==> config.mk <==
export PLATFORM = sky130hd
export DESIGN_NAME = ps2_keyboard_rx_flat
export DESIGN_NICKNAME = d
export VERILOG_FILES = /design/src/rtl/ps2_pkg.sv /design/src/rtl/ps2_keyboard_rx_if.sv /design/src/rtl/ps2_input_filter.sv /design/src/rtl/ps2_keyboard_rx.sv /design/src/flat_wrapper.sv
export SDC_FILE = /design/constraint.sdc
export NUM_CORES = 1
export LEC_CHECK = 0
export CAP_MARGIN = 20
export CORE_UTILIZATION = 45
export DETAILED_ROUTE_END_ITERATION = 10
export MAX_ROUTING_LAYER = met4
export PLACE_DENSITY = 0.62
export SYNTH_ARGS = -nofsm -noshare
export SYNTH_HDL_FRONTEND = slang
export SYNTH_HIERARCHICAL = 1
export SYNTH_SLANG_ARGS = --single-unit
export TNS_END_PERCENT = 100
==> constraint.sdc <==
create_clock -name clk100MHz -period 2 [get_ports clk100MHz]
set_clock_uncertainty 0.1 [all_clocks]
set_input_delay 0.4 -clock clk100MHz [delete_from_list [all_inputs] [get_ports clk100MHz]]
set_output_delay 0.4 -clock clk100MHz [all_outputs]
set_load 0.05 [all_outputs]
==> src/rtl/ps2_pkg.sv <==
// Shared PS/2 definitions: scan-code constants, receiver FSM states and a
// parity helper. The game master controller imports the same constants.
package ps2_pkg;

    localparam logic [7:0] S_KEY        = 8'h1B;
    localparam logic [7:0] P_KEY        = 8'h4D;
    localparam logic [7:0] R_KEY        = 8'h2D;
    localparam logic [7:0] ESC_KEY      = 8'h76;
    localparam logic [7:0] UP_KEY       = 8'h75;
    localparam logic [7:0] DOWN_KEY     = 8'h72;
    localparam logic [7:0] LEFT_KEY     = 8'h6B;
    localparam logic [7:0] RIGHT_KEY    = 8'h74;
    localparam logic [7:0] BREAK_PREFIX = 8'hF0;
    localparam logic [7:0] EXT_PREFIX   = 8'hE0;

    typedef enum logic [1:0] {
        IDLE,
        DATA,
        PARITY,
        STOP
    } ps2_state_e;

    // Odd parity holds when data bits plus parity bit contain an odd number of ones.
    function automatic logic odd_parity_ok(input logic [7:0] data, input logic parity);
        return ^{data, parity};
    endfunction

endpackage

==> src/rtl/ps2_keyboard_rx_if.sv <==
// Keyboard-facing lines and decoded key outputs of the PS/2 receiver.
// master: the receiver itself. slave: the keyboard model / key consumer side.
interface ps2_keyboard_rx_if;

    logic       ps2Clk;
    logic       ps2Data;
    logic [7:0] keycode;
    logic       newKeyStrobe;
    logic       keyBreak;
    logic       keyExtended;
    logic       frameError;

    modport master (
        input  ps2Clk,
        input  ps2Data,
        output keycode,
        output newKeyStrobe,
        output keyBreak,
        output keyExtended,
        output frameError
    );

    modport slave (
        output ps2Clk,
        output ps2Data,
        input  keycode,
        input  newKeyStrobe,
        input  keyBreak,
        input  keyExtended,
        input  frameError
    );

endinterface

==> src/rtl/ps2_input_filter.sv <==
// Synchronises the raw PS/2 lines, deglitches the clock and emits a one-cycle
// pulse on each filtered falling edge together with the data sampled in that cycle.
module ps2_input_filter #(
    parameter int unsigned FILTER_LEN = 8
) (
    input  logic clk100MHz,
    input  logic reset,
    input  logic ps2Clk,
    input  logic ps2Data,
    output logic fallEdge,
    output logic dataSample
);

    localparam int unsigned CntW = $clog2(FILTER_LEN + 1);

    logic [1:0]      clk_sync_q, clk_sync_d;
    logic [1:0]      data_sync_q, data_sync_d;
    logic            filt_q, filt_d;
    logic [CntW-1:0] cnt_q, cnt_d;
    logic            fall_q, fall_d;
    logic            sample_q, sample_d;

    // Next state: synchroniser shift, run-length filter and edge detection.
    always_comb begin
        clk_sync_d  = {clk_sync_q[0], ps2Clk};
        data_sync_d = {data_sync_q[0], ps2Data};
        filt_d      = filt_q;
        cnt_d       = '0;
        // Count consecutive samples disagreeing with the filtered level.
        if (clk_sync_q[1] != filt_q) begin
            if (cnt_q == CntW'(FILTER_LEN - 1)) begin
                filt_d = clk_sync_q[1];
            end else begin
                cnt_d = cnt_q + CntW'(1);
            end
        end
        fall_d   = filt_q & ~filt_d;
        sample_d = data_sync_q[1];
    end

    // State registers; lines idle high.
    always_ff @(posedge clk100MHz) begin
        if (reset) begin
            clk_sync_q  <= 2'b11;
            data_sync_q <= 2'b11;
            filt_q      <= 1'b1;
            cnt_q       <= '0;
            fall_q      <= 1'b0;
            sample_q    <= 1'b1;
        end else begin
            clk_sync_q  <= clk_sync_d;
            data_sync_q <= data_sync_d;
            filt_q      <= filt_d;
            cnt_q       <= cnt_d;
            fall_q      <= fall_d;
            sample_q    <= sample_d;
        end
    end

    assign fallEdge   = fall_q;
    assign dataSample = sample_q;

endmodule

==> src/rtl/ps2_keyboard_rx.sv <==
// PS/2 keyboard receiver: deserialises device-to-host frames, interprets the
// F0 (break) and E0 (extended) prefixes and presents the held key as a level.
// Optional frame watchdog enabled by defining PS2_WATCHDOG_EN.
module ps2_keyboard_rx
    import ps2_pkg::*;
#(
    parameter int unsigned FILTER_LEN     = 8,
    parameter int unsigned TIMEOUT_CYCLES = 20000
) (
    input logic              clk100MHz,
    input logic              reset,
    ps2_keyboard_rx_if.master bus
);

    logic fall_edge;
    logic data_sample;

    ps2_input_filter #(
        .FILTER_LEN(FILTER_LEN)
    ) u_filter (
        .clk100MHz (clk100MHz),
        .reset     (reset),
        .ps2Clk    (bus.ps2Clk),
        .ps2Data   (bus.ps2Data),
        .fallEdge  (fall_edge),
        .dataSample(data_sample)
    );

    ps2_state_e state_q, state_d;
    logic [2:0] bit_cnt_q, bit_cnt_d;
    logic [7:0] shift_q, shift_d;
    logic       parity_q, parity_d;
    logic       brk_q, brk_d;
    logic       ext_q, ext_d;
    logic [7:0] keycode_q, keycode_d;
    logic       strobe_q, strobe_d;
    logic       key_break_q, key_break_d;
    logic       key_ext_q, key_ext_d;
    logic       err_q, err_d;

`ifdef PS2_WATCHDOG_EN
    localparam int unsigned WdW = $clog2(TIMEOUT_CYCLES + 1);
    logic [WdW-1:0] wd_q, wd_d;
`else
    logic unused_timeout;
    assign unused_timeout = ^TIMEOUT_CYCLES;
`endif

    // Next state: frame FSM advanced on filtered falling edges, byte decode on STOP.
    always_comb begin
        state_d     = state_q;
        bit_cnt_d   = bit_cnt_q;
        shift_d     = shift_q;
        parity_d    = parity_q;
        brk_d       = brk_q;
        ext_d       = ext_q;
        keycode_d   = keycode_q;
        strobe_d    = 1'b0;
        key_break_d = key_break_q;
        key_ext_d   = key_ext_q;
        err_d       = 1'b0;

        if (fall_edge) begin
            unique case (state_q)
                IDLE: begin
                    if (!data_sample) begin
                        state_d   = DATA;
                        bit_cnt_d = '0;
                    end
                end
                DATA: begin
                    // LSB first: shift right, newest bit enters at the top.
                    shift_d   = {data_sample, shift_q[7:1]};
                    bit_cnt_d = bit_cnt_q + 3'd1;
                    if (bit_cnt_q == 3'd7) begin
                        state_d = PARITY;
                    end
                end
                PARITY: begin
                    parity_d = data_sample;
                    state_d  = STOP;
                end
                STOP: begin
                    state_d = IDLE;
                    if (data_sample && odd_parity_ok(shift_q, parity_q)) begin
                        if (shift_q == BREAK_PREFIX) begin
                            brk_d = 1'b1;
                        end else if (shift_q == EXT_PREFIX) begin
                            ext_d = 1'b1;
                        end else begin
                            strobe_d    = 1'b1;
                            key_break_d = brk_q;
                            key_ext_d   = ext_q;
                            if (!brk_q) begin
                                keycode_d = shift_q;
                            end else if (shift_q == keycode_q) begin
                                // Only releasing the held key clears the level.
                                keycode_d = 8'h00;
                            end
                            brk_d = 1'b0;
                            ext_d = 1'b0;
                        end
                    end else begin
                        err_d = 1'b1;
                        brk_d = 1'b0;
                        ext_d = 1'b0;
                    end
                end
                default: state_d = IDLE;
            endcase
        end

`ifdef PS2_WATCHDOG_EN
        // Abort a frame whose clock stalls; edges restart the count.
        wd_d = '0;
        if (state_q != IDLE && !fall_edge) begin
            if (wd_q == WdW'(TIMEOUT_CYCLES - 1)) begin
                state_d = IDLE;
                err_d   = 1'b1;
                brk_d   = 1'b0;
                ext_d   = 1'b0;
            end else begin
                wd_d = wd_q + WdW'(1);
            end
        end
`endif
    end

    // Registered FSM state and outputs.
    always_ff @(posedge clk100MHz) begin
        if (reset) begin
            state_q     <= IDLE;
            bit_cnt_q   <= '0;
            shift_q     <= '0;
            parity_q    <= 1'b0;
            brk_q       <= 1'b0;
            ext_q       <= 1'b0;
            keycode_q   <= 8'h00;
            strobe_q    <= 1'b0;
            key_break_q <= 1'b0;
            key_ext_q   <= 1'b0;
            err_q       <= 1'b0;
`ifdef PS2_WATCHDOG_EN
            wd_q        <= '0;
`endif
        end else begin
            state_q     <= state_d;
            bit_cnt_q   <= bit_cnt_d;
            shift_q     <= shift_d;
            parity_q    <= parity_d;
            brk_q       <= brk_d;
            ext_q       <= ext_d;
            keycode_q   <= keycode_d;
            strobe_q    <= strobe_d;
            key_break_q <= key_break_d;
            key_ext_q   <= key_ext_d;
            err_q       <= err_d;
`ifdef PS2_WATCHDOG_EN
            wd_q        <= wd_d;
`endif
        end
    end

    assign bus.keycode      = keycode_q;
    assign bus.newKeyStrobe = strobe_q;
    assign bus.keyBreak     = key_break_q;
    assign bus.keyExtended  = key_ext_q;
    assign bus.frameError   = err_q;

endmodule

==> src/flat_wrapper.sv <==
// flat-port wrapper written by rule: the top's interface ports become plain ports
module ps2_keyboard_rx_flat import ps2_pkg::*;
#(
    parameter int unsigned FILTER_LEN     = 8,
    parameter int unsigned TIMEOUT_CYCLES = 20000
)
  (clk100MHz, reset, bus_ps2Clk, bus_ps2Data, bus_keycode, bus_newKeyStrobe, bus_keyBreak, bus_keyExtended, bus_frameError);
  ps2_keyboard_rx_if bus_i ();
  input logic clk100MHz;
  input logic reset;
  input wire logic [$bits(bus_i.ps2Clk)-1:0] bus_ps2Clk;
  input wire logic [$bits(bus_i.ps2Data)-1:0] bus_ps2Data;
  output wire logic [$bits(bus_i.keycode)-1:0] bus_keycode;
  output wire logic [$bits(bus_i.newKeyStrobe)-1:0] bus_newKeyStrobe;
  output wire logic [$bits(bus_i.keyBreak)-1:0] bus_keyBreak;
  output wire logic [$bits(bus_i.keyExtended)-1:0] bus_keyExtended;
  output wire logic [$bits(bus_i.frameError)-1:0] bus_frameError;
  assign bus_i.ps2Clk = bus_ps2Clk;
  assign bus_i.ps2Data = bus_ps2Data;
  assign bus_keycode = bus_i.keycode;
  assign bus_newKeyStrobe = bus_i.newKeyStrobe;
  assign bus_keyBreak = bus_i.keyBreak;
  assign bus_keyExtended = bus_i.keyExtended;
  assign bus_frameError = bus_i.frameError;
  ps2_keyboard_rx #(.FILTER_LEN(FILTER_LEN), .TIMEOUT_CYCLES(TIMEOUT_CYCLES)) u_core (.clk100MHz(clk100MHz), .reset(reset), .bus(bus_i));
endmodule
==> results of run 1 <==
## state kept, by name, indices dropped and copies added (netlist names)
name,flops
u_core/u_filter/filt_q,1
u_core/bus.keyBreak,1
u_core/bus.keyExtended,1
u_core/shift_q,8
u_core/u_filter/dataSample,1
u_core/bus.newKeyStrobe,1
u_core/parity_q,1
u_core/brk_q,1
u_core/u_filter/fallEdge,1
u_core/bus.keycode,8
u_core/u_filter/clk_sync_q,2
u_core/state_q,2
u_core/bus.frameError,1
u_core/bit_cnt_q,3
u_core/u_filter/data_sync_q,2
u_core/ext_q,1
u_core/u_filter/cnt_q,4
## repair_timing
action,4_1_cts,5_1_grt
gates resized for setup,0,9
hold endpoints to repair,0,0
hold buffers,0,0
endpoints found under the setup margin,0,8
## power breakdown
group,switching [W],internal (W),total [W]
logic,0.0000153,0.0000155,0.0000308
clock network,0.000260,0.000313,0.000573
registers,0.00000308,0.000781,0.000784
## per-layer routing
layer	vias to the layer above	part of all wire (%)	routed length (um)
li1	674	-	-
met4	0	1.2	39
met3	6	2.7	92
met5	-	0	0
met1	666	46	1550
met2	18	50	1700
## worst reg2reg max path, delay by kind of cell (launching register included)
kind	cells	cell delay, ps
buf+inv	1	180
flops	1	350
xor+xnor	2	650
simple gates	1	50
mux	2	460
## worst max-delay path by stage
stage | endpoint | slack, ps | cells past startpoint | from
final | bus_keyExtended | 70 | 1 | u_core/bus.keyExtended$_SDFFE_PP0P_
after global routing | u_core/bus.keyExtended$_SDFFE_PP0P_ | 8 | 7 | u_core/state_q[1]$_SDFFE_PP0P_
after CTS | u_core/bus.keycode[1]$_SDFFE_PP0P_ | 30 | 5 | u_core/shift_q[2]$_SDFFE_PP0P_
after detailed placement | u_core/bus.keycode[1]$_SDFFE_PP0P_ | 50 | 5 | u_core/shift_q[2]$_SDFFE_PP0P_
after global placement | u_core/bus.keycode[2]$_SDFFE_PP0P_ | 160 | 5 | u_core/shift_q[2]$_SDFFE_PP0P_
after floorplan | u_core/bus.keycode[2]$_SDFFE_PP0P_ | 120 | 6 | u_core/shift_q[6]$_SDFFE_PP0P_
## cells by family (layout without fill, tap and decap cells)
| kind of cell | after synthesis | after routing | synth area share [%] |
|---|---|---|---|
| compound gates | 30 | 30 | 11.6 |
| xor+xnor | 18 | 18 | 11.4 |
| fa+ha+maj | 7 | 7 | 4.99 |
| buf+inv | 22 | 45 | 5.06 |
| flops | 39 | 39 | 44.4 |
| mux | 5 | 5 | 3.06 |
| simple gates | 65 | 65 | 19.4 |
## stage by stage
step,setup WS [ps],utilization (%),total power (W),hold WS (ps),instance area (um2)
2_1_floorplan,118,-,0.000818,289,1760
6_report,68.7,57.3,0.00139,313,2130
4_1_cts,27.7,56.4,0.00141,317,2090
5_1_grt,7.90,57.3,0.00145,340,2130
3_5_place_dp,50.0,53.6,0.000832,299,1990
3_3_place_gp,160,53.6,0.000831,292,1990
## layout make-up
type,instances,area share [%]
multi-input cells,125,43.2
flip-flops and latches,39,36.8
repair buffers,25,10.2
clock buffers,7,4.52
well taps,48,2.82
inverters,12,2.12
clock inverters,1,0.353
## layout by cell type (no fill, tap or decap), types with 2 or more instances in the layout
cell type,n
mux2i_1,4
o32ai_2,2
o21ai_0,3
xor2_1,3
o32ai_1,6
a21oi_1,11
nand2_1,13
dfxtp_2,2
nand3_1,10
ha_1,7
nand4_1,2
clkbuf_8,7
nor2_1,14
a32oi_1,2
inv_1,12
buf_4,17
nor3_1,3
xnor2_1,12
clkdlybuf4s50_1,7
nand2b_1,9
a211oi_1,2
nand3b_1,2
or2_2,5
dfxtp_1,37
o2111ai_2,2
xnor3_1,2
==> results.md, run 1 <==
- Non-Filler Instances: 257
- Die area: 4160 um2
- Via count of the routed design: 1364
- Top post-synthesis cells by area: dfxtp_1, xnor2_1, ha_1
- Fin crit period: 1930 ps
- DIE WIDTH: 64.5 um
- Final total negative setup slack: 0 ps
- Top Family by Delay on Critical Path: buffers and inverters
- All-layer global routing usage: 18.5%
- Number of synthesis warnings: 6
- Worst Setup Path Type: flop to output port
- Post-route ant nets: 0
- Post-synth top cells: dfxtp_1, nor2_1, nand2_1
- Root Buffer: clkbuf_8
- DRT iter0 DRCs: 34
- Worst-path maximum fanout: 2
- Initial Util: 47.3%
- Crit path capture type: output port
- Largest net degree at the start of global routing: 45
- Vias in the first global route: 1354
- Status: completed
- RSZ-0062 raised after global routing: no
- Post-CTS setup buffer count: 0
- Reg-to-reg critical path endpoint: u_core/bus.keyExtended$_SDFFE_PP0P_
- Worst R2R Start: u_core/shift_q[6]$_SDFFE_PP0P_
- Nets: 219
- Crit-path slowest cell: clkdlybuf4s50_1
- Path depth of the worst reg2reg path: 6
- Hold Crit Start: u_core/u_filter/clk_sync_q[0]$_SDFF_PP1_
- Slew headroom: 67.2%
- RD Place Congestion: 0.833
- CP arrival: 1430 ps
- Post-synthesis sequential area ratio: 44.4%
- Hold Crit Class: flop to flop
- Rows: 22
- Post-DP HPWL: 2.42 mm
- Buffers added on ports: 15
- Initial antenna violation count: 0
- CTS clk-pin slew, worst paths: 70 ps
- Grt ovf: 0
- CP Cell Sequence: clkdlybuf4s50_1
- I/O pins: 16
- Hold Path End: u_core/u_filter/clk_sync_q[1]$_SDFF_PP1_
- Area occupied by multi-input gates: 920 um2
- WL/cell: 13.2 um
- Count of pins over their slew limit: 0
- Syn Inst Count: 186
- Clock latency on the worst-skew pair: 280 ps
- Leak: 0.765 nW
- Num CTS Buffers: 5
- DRC: 0
- Startpoint Class: flop
- Drt total wl: 3.38 mm
- Async SR Flop Fraction: 0%
- Syn avg cell area: 9.44 um2
- WP buf/inv: 1
- Hold Path Depth: 1
- TritonRoute pass-1 iters: 4
- Mapped Nets: 197
- Final setup viols: 0
- GR met2 Demand/Resource: 32.0%
- Die Span Y: 64.5 um
- CP max stage delay: 800 ps
- R2R Setup Slk: 110 ps
- Drt via density: 5.31
- First-pass GRT wire length: 5.79 mm
- DP Cell Count: 249
- Global route hottest layer: met2
- Synthesized area: 1760 um2
- Layout fillers: 345
- Max Cap Viol: 0
- Clk buf depth: 2
- Most used flip-flop cell after synthesis: dfxtp_1
- # diodes: 0
- Number of flops mapped to enable cells by yosys: 0
- Achievable Freq: 0.518 GHz
- GRT met3 Usage: 4.23%
- Synth area leader: dfxtp_1
- Final worst-path cycle share: 96.6%
- Most frequent cell after synthesis: dfxtp_1
- Count of cell types in the netlist: 33
- Layout cell share with drive strength beyond 1: 19.6%
- CTS H-Tree Depth: 2
- Core box area: 3720 um2
- Post-synthesis register bit count: 39
- Critical Path RT: 1500 ps
- Slew at the pin closest to its max-slew limit: 491 ps
- Post-synth top area share: 44.4%
- Sequential Area: 783 um2
- Synth-to-Final Area Change: 21.2%
- Worst VDD drop: 0.505 mV
- Met1 usage: 20.5%
- CTS tree: built
- Final hold violations: 0
- Power per Cell Area: 652 nW/um2
- TritonCTS Sinks: 39
(Power assumes the default switching activity.)
==> inputs of run 2 (changes only) <==
CELL_PAD_IN_SITES_DETAIL_PLACEMENT = 1   (was unset)
CELL_PAD_IN_SITES_GLOBAL_PLACEMENT = 1   (was unset)
CORE_UTILIZATION = 43   (was 45)
PLACE_DENSITY = 0.74   (was 0.62)
==> results.md, run 2 (synthesis gave the netlist of run 1 again) <==
- CP arrival: 2040 ps
- Largest net degree at the start of global routing: 38
- # diodes: 0
- First-pass GRT wire length: 6.50 mm
- Pwr Total: 0.00133 W
- Die area: 4340 um2
- Worst Setup Path Type: flop to flop
- Post-CTS setup buffer count: 0
- Critical Path RT: 2100 ps
- Worst Setup SP: u_core/shift_q[5]$_SDFFE_PP0P_
- Crit-path slowest cell: or3b_4
- # hold bufs at CTS: 0
- Startpoint Class: flop
- Non-Filler Instances: 260
- Worst-path maximum fanout: 8
- Post-route ant nets: 0
- RD Place Congestion: 0.822
- Path depth of the worst reg2reg path: 6
- Post-DP HPWL: 2.88 mm
- WL/cell: 15.5 um
- Die Span Y: 65.9 um
- Hold Crit Class: flop to flop
- RSZ-0062 raised after global routing: yes
- Status: completed
- Commonest non-fill, non-tap cell in the layout: dfxtp_1
- Core Util, Final: 55.7%
- Via count of the routed design: 1391
- CP max stage delay: 410 ps
- Comb power frac: 2.3%
- Slew at the pin closest to its max-slew limit: 491 ps
- Max Cap Viol: 0
- Area occupied by multi-input gates: 911 um2
- Crit path capture type: flop
- CP Capture Point: u_core/bus.keycode[2]$_SDFFE_PP0P_
- Buffers added on ports: 15
- CTS tree: built
- R2R Setup Slk: 50 ps
- Slew headroom: 67.1%
- Switching power: 0.000295 W
- Power per Cell Area: 628 nW/um2
- Count of pins over their slew limit: 0
- CTS clk-pin slew, worst paths: 80 ps
- Nets: 222
- Sequential Area: 781 um2
- Initial antenna violation count: 0
- DIE WIDTH: 65.9 um
- Num CTS Buffers: 5
- Switching share of power: 22.2%
- Commonest cells after routing, fill and taps aside: dfxtp_1, buf_4, nor2_1
- Worst VDD drop: 0.408 mV
- DP Cell Count: 252
- Layout cell share with drive strength beyond 1: 20.3%
- TritonRoute pass-1 iters: 4
- Worst R2R Start: u_core/shift_q[5]$_SDFFE_PP0P_
- Seq pwr share: 59.0%
- Reg-to-reg critical path endpoint: u_core/bus.keycode[2]$_SDFFE_PP0P_
- Final hold violations: 0
- Grt ovf: 0
- TritonCTS Sinks: 39
- Initial Util: 46.2%
- Drt via density: 5.35
- Final setup viols: 0
- CTS H-Tree Depth: 2
- Root Buffer: clkbuf_8
- DRC: 0
- Vias in the first global route: 1447
- Drt total wl: 4.04 mm
- Clk buf depth: 2
- I/O pins: 16
- All-layer global routing usage: 20.8%
- DRT iter0 DRCs: 94
- Rows: 22
- Fin crit period: 1950 ps
- Pint: 0.00103 W
- Synth-to-Final Area Change: 20.4%
- Clock latency on the worst-skew pair: 290 ps
- Clock power share: 38.7%
- CP Cell Sequence: buf_4 > or3b_4 > o2111ai_2 > mux2i_2 > and2_2 > o32ai_1
- Layout fillers: 451
- Leak: 0.782 nW
- Final worst-path cycle share: 97.3%
- Core box area: 3800 um2
- Achievable Freq: 0.514 GHz
run 2: per-stage QoR:
stage | hold slack, ps | cell area, um2 | setup WS, ps | TNS (ps)
floorplan | 289 | 1760 | 118 | 0
global placement | 294 | 2010 | 148 | 0
detailed placement | 304 | 2010 | 10.1 | 0
CTS | 322 | 2090 | 14.2 | 0
global route | 330 | 2120 | -30.5 | -156
finish | 317 | 2120 | 53.2 | 0
run 2: cell type report:
type                       count  share of cell area (%)
multi-input combinational    125                    43.1
sequential                    39                    36.9
timing repair buffer          28                    11.1
clock buffer                   5                    3.25
tap                           48                    2.84
inverter                      12                    2.13
clock inverter                 3                   0.710
run 2: worst max-delay path: cells and delay by family (launching register included):
family,cells,cell delay [ps]
multiplexers,1,120
AO/OA/AOI/OAI,2,450
flip-flops,1,360
AND/OR/NAND/NOR,2,660
buffers and inverters,1,160
run 2: how the worst min path moves through the flow:
stage / start / to / slack, ps / depth (start not counted)
5_1_grt: u_core/u_filter/data_sync_q[1]$_SDFF_PP1_ / u_core/u_filter/dataSample$_SDFF_PP1_ / 330 / 1
3_3_place_gp: u_core/u_filter/data_sync_q[0]$_SDFF_PP1_ / u_core/u_filter/data_sync_q[1]$_SDFF_PP1_ / 290 / 1
4_1_cts: u_core/u_filter/data_sync_q[1]$_SDFF_PP1_ / u_core/u_filter/dataSample$_SDFF_PP1_ / 320 / 1
6_report: u_core/u_filter/data_sync_q[1]$_SDFF_PP1_ / u_core/u_filter/dataSample$_SDFF_PP1_ / 320 / 1
3_5_place_dp: u_core/u_filter/clk_sync_q[0]$_SDFF_PP1_ / u_core/u_filter/clk_sync_q[1]$_SDFF_PP1_ / 300 / 1
2_1_floorplan: u_core/u_filter/clk_sync_q[0]$_SDFF_PP1_ / u_core/u_filter/clk_sync_q[1]$_SDFF_PP1_ / 290 / 1
run 2: per-layer routing:
layer  wire [um]  vias to the layer above  track usage, %
met5           0                        -               -
met4          40                        0            6.52
met3         111                        6            5.17
met2        2080                       17            37.1
met1        1810                      685            22.3
li1            -                      683               -
run 2: power by group through the flow:
stage                     Combinational, W  Sequential, W  Clock (W)
after floorplan                  0.0000166       0.000801          0
after global placement           0.0000299       0.000802          0
after detailed placement         0.0000308       0.000802          0
after CTS                        0.0000308       0.000784   0.000530
after global routing             0.0000342       0.000784   0.000567
final                            0.0000308       0.000784   0.000515
run 2: timing repair:
item / CTS / global route
cloned: 0 / 0
setup endpoints to repair: 1 / 8
resized for setup: 1 / 4
==> inputs of run 3 (changes only) <==
PLACE_DENSITY = 0.84   (was 0.74)
==> results.md, run 3 (synthesis gave the netlist of run 1 again) <==
- Reg-to-reg critical path endpoint: u_core/bus.keycode[4]$_SDFFE_PP0P_
- WL/cell: 15.6 um
- Drt via density: 5.33
- Final instance area: 2180 um2
- Placed cell areas: 2000 um2
- Final setup viols: 0
- Critical Path RT: 1500 ps
- Worst Setup SP: u_core/bus.keyBreak$_SDFFE_PP0P_
- CP Capture Point: bus_keyBreak
- RD Place Congestion: 0.755
- Post-DP HPWL: 2.85 mm
- TritonCTS Sinks: 39
- Via count of the routed design: 1374
- DRT iter0 DRCs: 57
- CTS tree: built
- Achievable Freq: 0.513 GHz
- Num CTS Buffers: 5
- Final hold violations: 0
- Count of pins over their slew limit: 0
- Largest net degree at the start of global routing: 45
- I/O pins: 16
- Hold slack: 320 ps
- Buffers added on ports: 15
- Grt ovf: 0
- Metal2 WL: 2.08 mm
- Post-CTS setup buffer count: 0
- CTS clk-pin slew, worst paths: 80 ps
- Power per Cell Area: 734 nW/um2
- First-pass GRT wire length: 6.76 mm
- Path depth of the worst reg2reg path: 6
- Slew at the pin closest to its max-slew limit: 501 ps
- Crit-path slowest cell: clkdlybuf4s50_1
- Initial antenna violation count: 0
- Synth-to-Final Area Change: 24.3%
- Initial Util: 46.2%
- Drt total wl: 4.02 mm
- Metal3 WL: 142 um
- Die Span Y: 65.9 um
- Worst R2R Start: u_core/shift_q[5]$_SDFFE_PP0P_
- Rows: 22
- Worst Setup Path Type: flop to output port
- Wire length on met1: 1.72 mm
- Top Family by Delay on Critical Path: buffers and inverters
- DRC: 0
- All-layer global routing usage: 22.0%
- Nets: 220
- Root Buffer: clkbuf_8
- Crit path capture type: output port
- CP arrival: 1450 ps
- Final worst-path cycle share: 97.5%
- CP Cell Sequence: clkdlybuf4s50_1
- Fin crit period: 1950 ps
- Post-route ant nets: 0
- Slew headroom: 66.5%
- Top Metal Used: met4
- Clk buf depth: 2
- Commonest non-fill, non-tap cell in the layout: dfxtp_1
- Die area: 4340 um2
- CP max stage delay: 810 ps
- Commonest cells after routing, fill and taps aside: dfxtp_1, buf_4, nor2_1
- Worst path depth: 1
- WP buf/inv: 1
- Hold Crit Start: u_core/u_filter/data_sync_q[1]$_SDFF_PP1_
- DIE WIDTH: 65.9 um
- Hold Crit Class: flop to flop
- CTS H-Tree Depth: 2
- Layout fillers: 448
- Vias in the first global route: 1427
- TritonRoute pass-1 iters: 4
- Status: completed
- Core box area: 3800 um2
- Max Cap Viol: 0
- Clock latency on the worst-skew pair: 300 ps
- # diodes: 0
- Worst VDD drop: 0.519 mV
- Leak: 0.789 nW
- RSZ-0062 raised after global routing: no
- Worst-path maximum fanout: 2
- Startpoint Class: flop
- Layout cell share with drive strength beyond 1: 21.0%
- R2R Setup Slk: 100 ps
-- run 3: how the worst min path moves through the flow --
stage,to,slack (ps),cells past startpoint
after floorplan,u_core/u_filter/clk_sync_q[1]$_SDFF_PP1_,290,1
after global placement,u_core/u_filter/dataSample$_SDFF_PP1_,290,1
after detailed placement,u_core/u_filter/data_sync_q[1]$_SDFF_PP1_,300,1
after CTS,u_core/u_filter/dataSample$_SDFF_PP1_,320,1
after global routing,u_core/u_filter/dataSample$_SDFF_PP1_,330,1
final,u_core/u_filter/dataSample$_SDFF_PP1_,320,1
-- run 3: routing by layer --
layer | up-vias | global-route usage [%]
met5 | - | -
met4 | 0 | 8.15
met3 | 5 | 5.17
met2 | 23 | 38.0
met1 | 667 | 24.5
li1 | 679 | -
-- run 3: worst register-to-register path, cell delays in order (launching register included) --
cell and delay [ps]:
dfxtp_1 350, buf_4 150, or3b_1 420, o2111ai_2 240, mux2i_4 120, and2_4 190
o32ai_1 240
-- run 3: repair_timing --
| action | in CTS | in global routing |
|---|---|---|
| endpoints found under the hold margin | 0 | 0 |
| hold buffers | 0 | 0 |
| resized for setup | 1 | 10 |
| pin swaps | 0 | 0 |
| cloned | 0 | 0 |
| setup endpoints to repair | 1 | 9 |
-- run 3: where the power goes --
| part | switching (W) | total (W) | internal [W] |
|---|---|---|---|
| registers | 0.00000306 | 0.000784 | 0.000780 |
| logic | 0.0000161 | 0.0000317 | 0.0000156 |
| clock network | 0.000291 | 0.000788 | 0.000498 |
-- run 3: layout make-up --
cell class / instances / area (um2) / area share (%)
clock buffer: 5 / 68.8 / 3.15
inverter: 12 / 45.0 / 2.06
multi-input combinational: 125 / 937 / 42.9
sequential: 39 / 782 / 35.8
tap: 48 / 60.1 / 2.75
clock inverter: 3 / 67.6 / 3.09
timing repair buffer: 26 / 223 / 10.2
-- run 3: stage by stage --
| step | instances | utilization [%] | total power, W | TNS (ps) | setup WS, ps |
|---|---|---|---|---|---|
| finish | 258 | 57.5 | 0.00160 | 0 | 50.8 |
| global route | 258 | 57.5 | 0.00166 | 0 | 2.06 |
| CTS | 258 | 56.3 | 0.00162 | 0 | 2.23 |
| detailed placement | 250 | 52.5 | 0.000833 | -13.9 | -13.9 |
| global placement | 250 | 52.5 | 0.000832 | 0 | 191 |
| floorplan | 186 | - | 0.000818 | 0 | 118 |
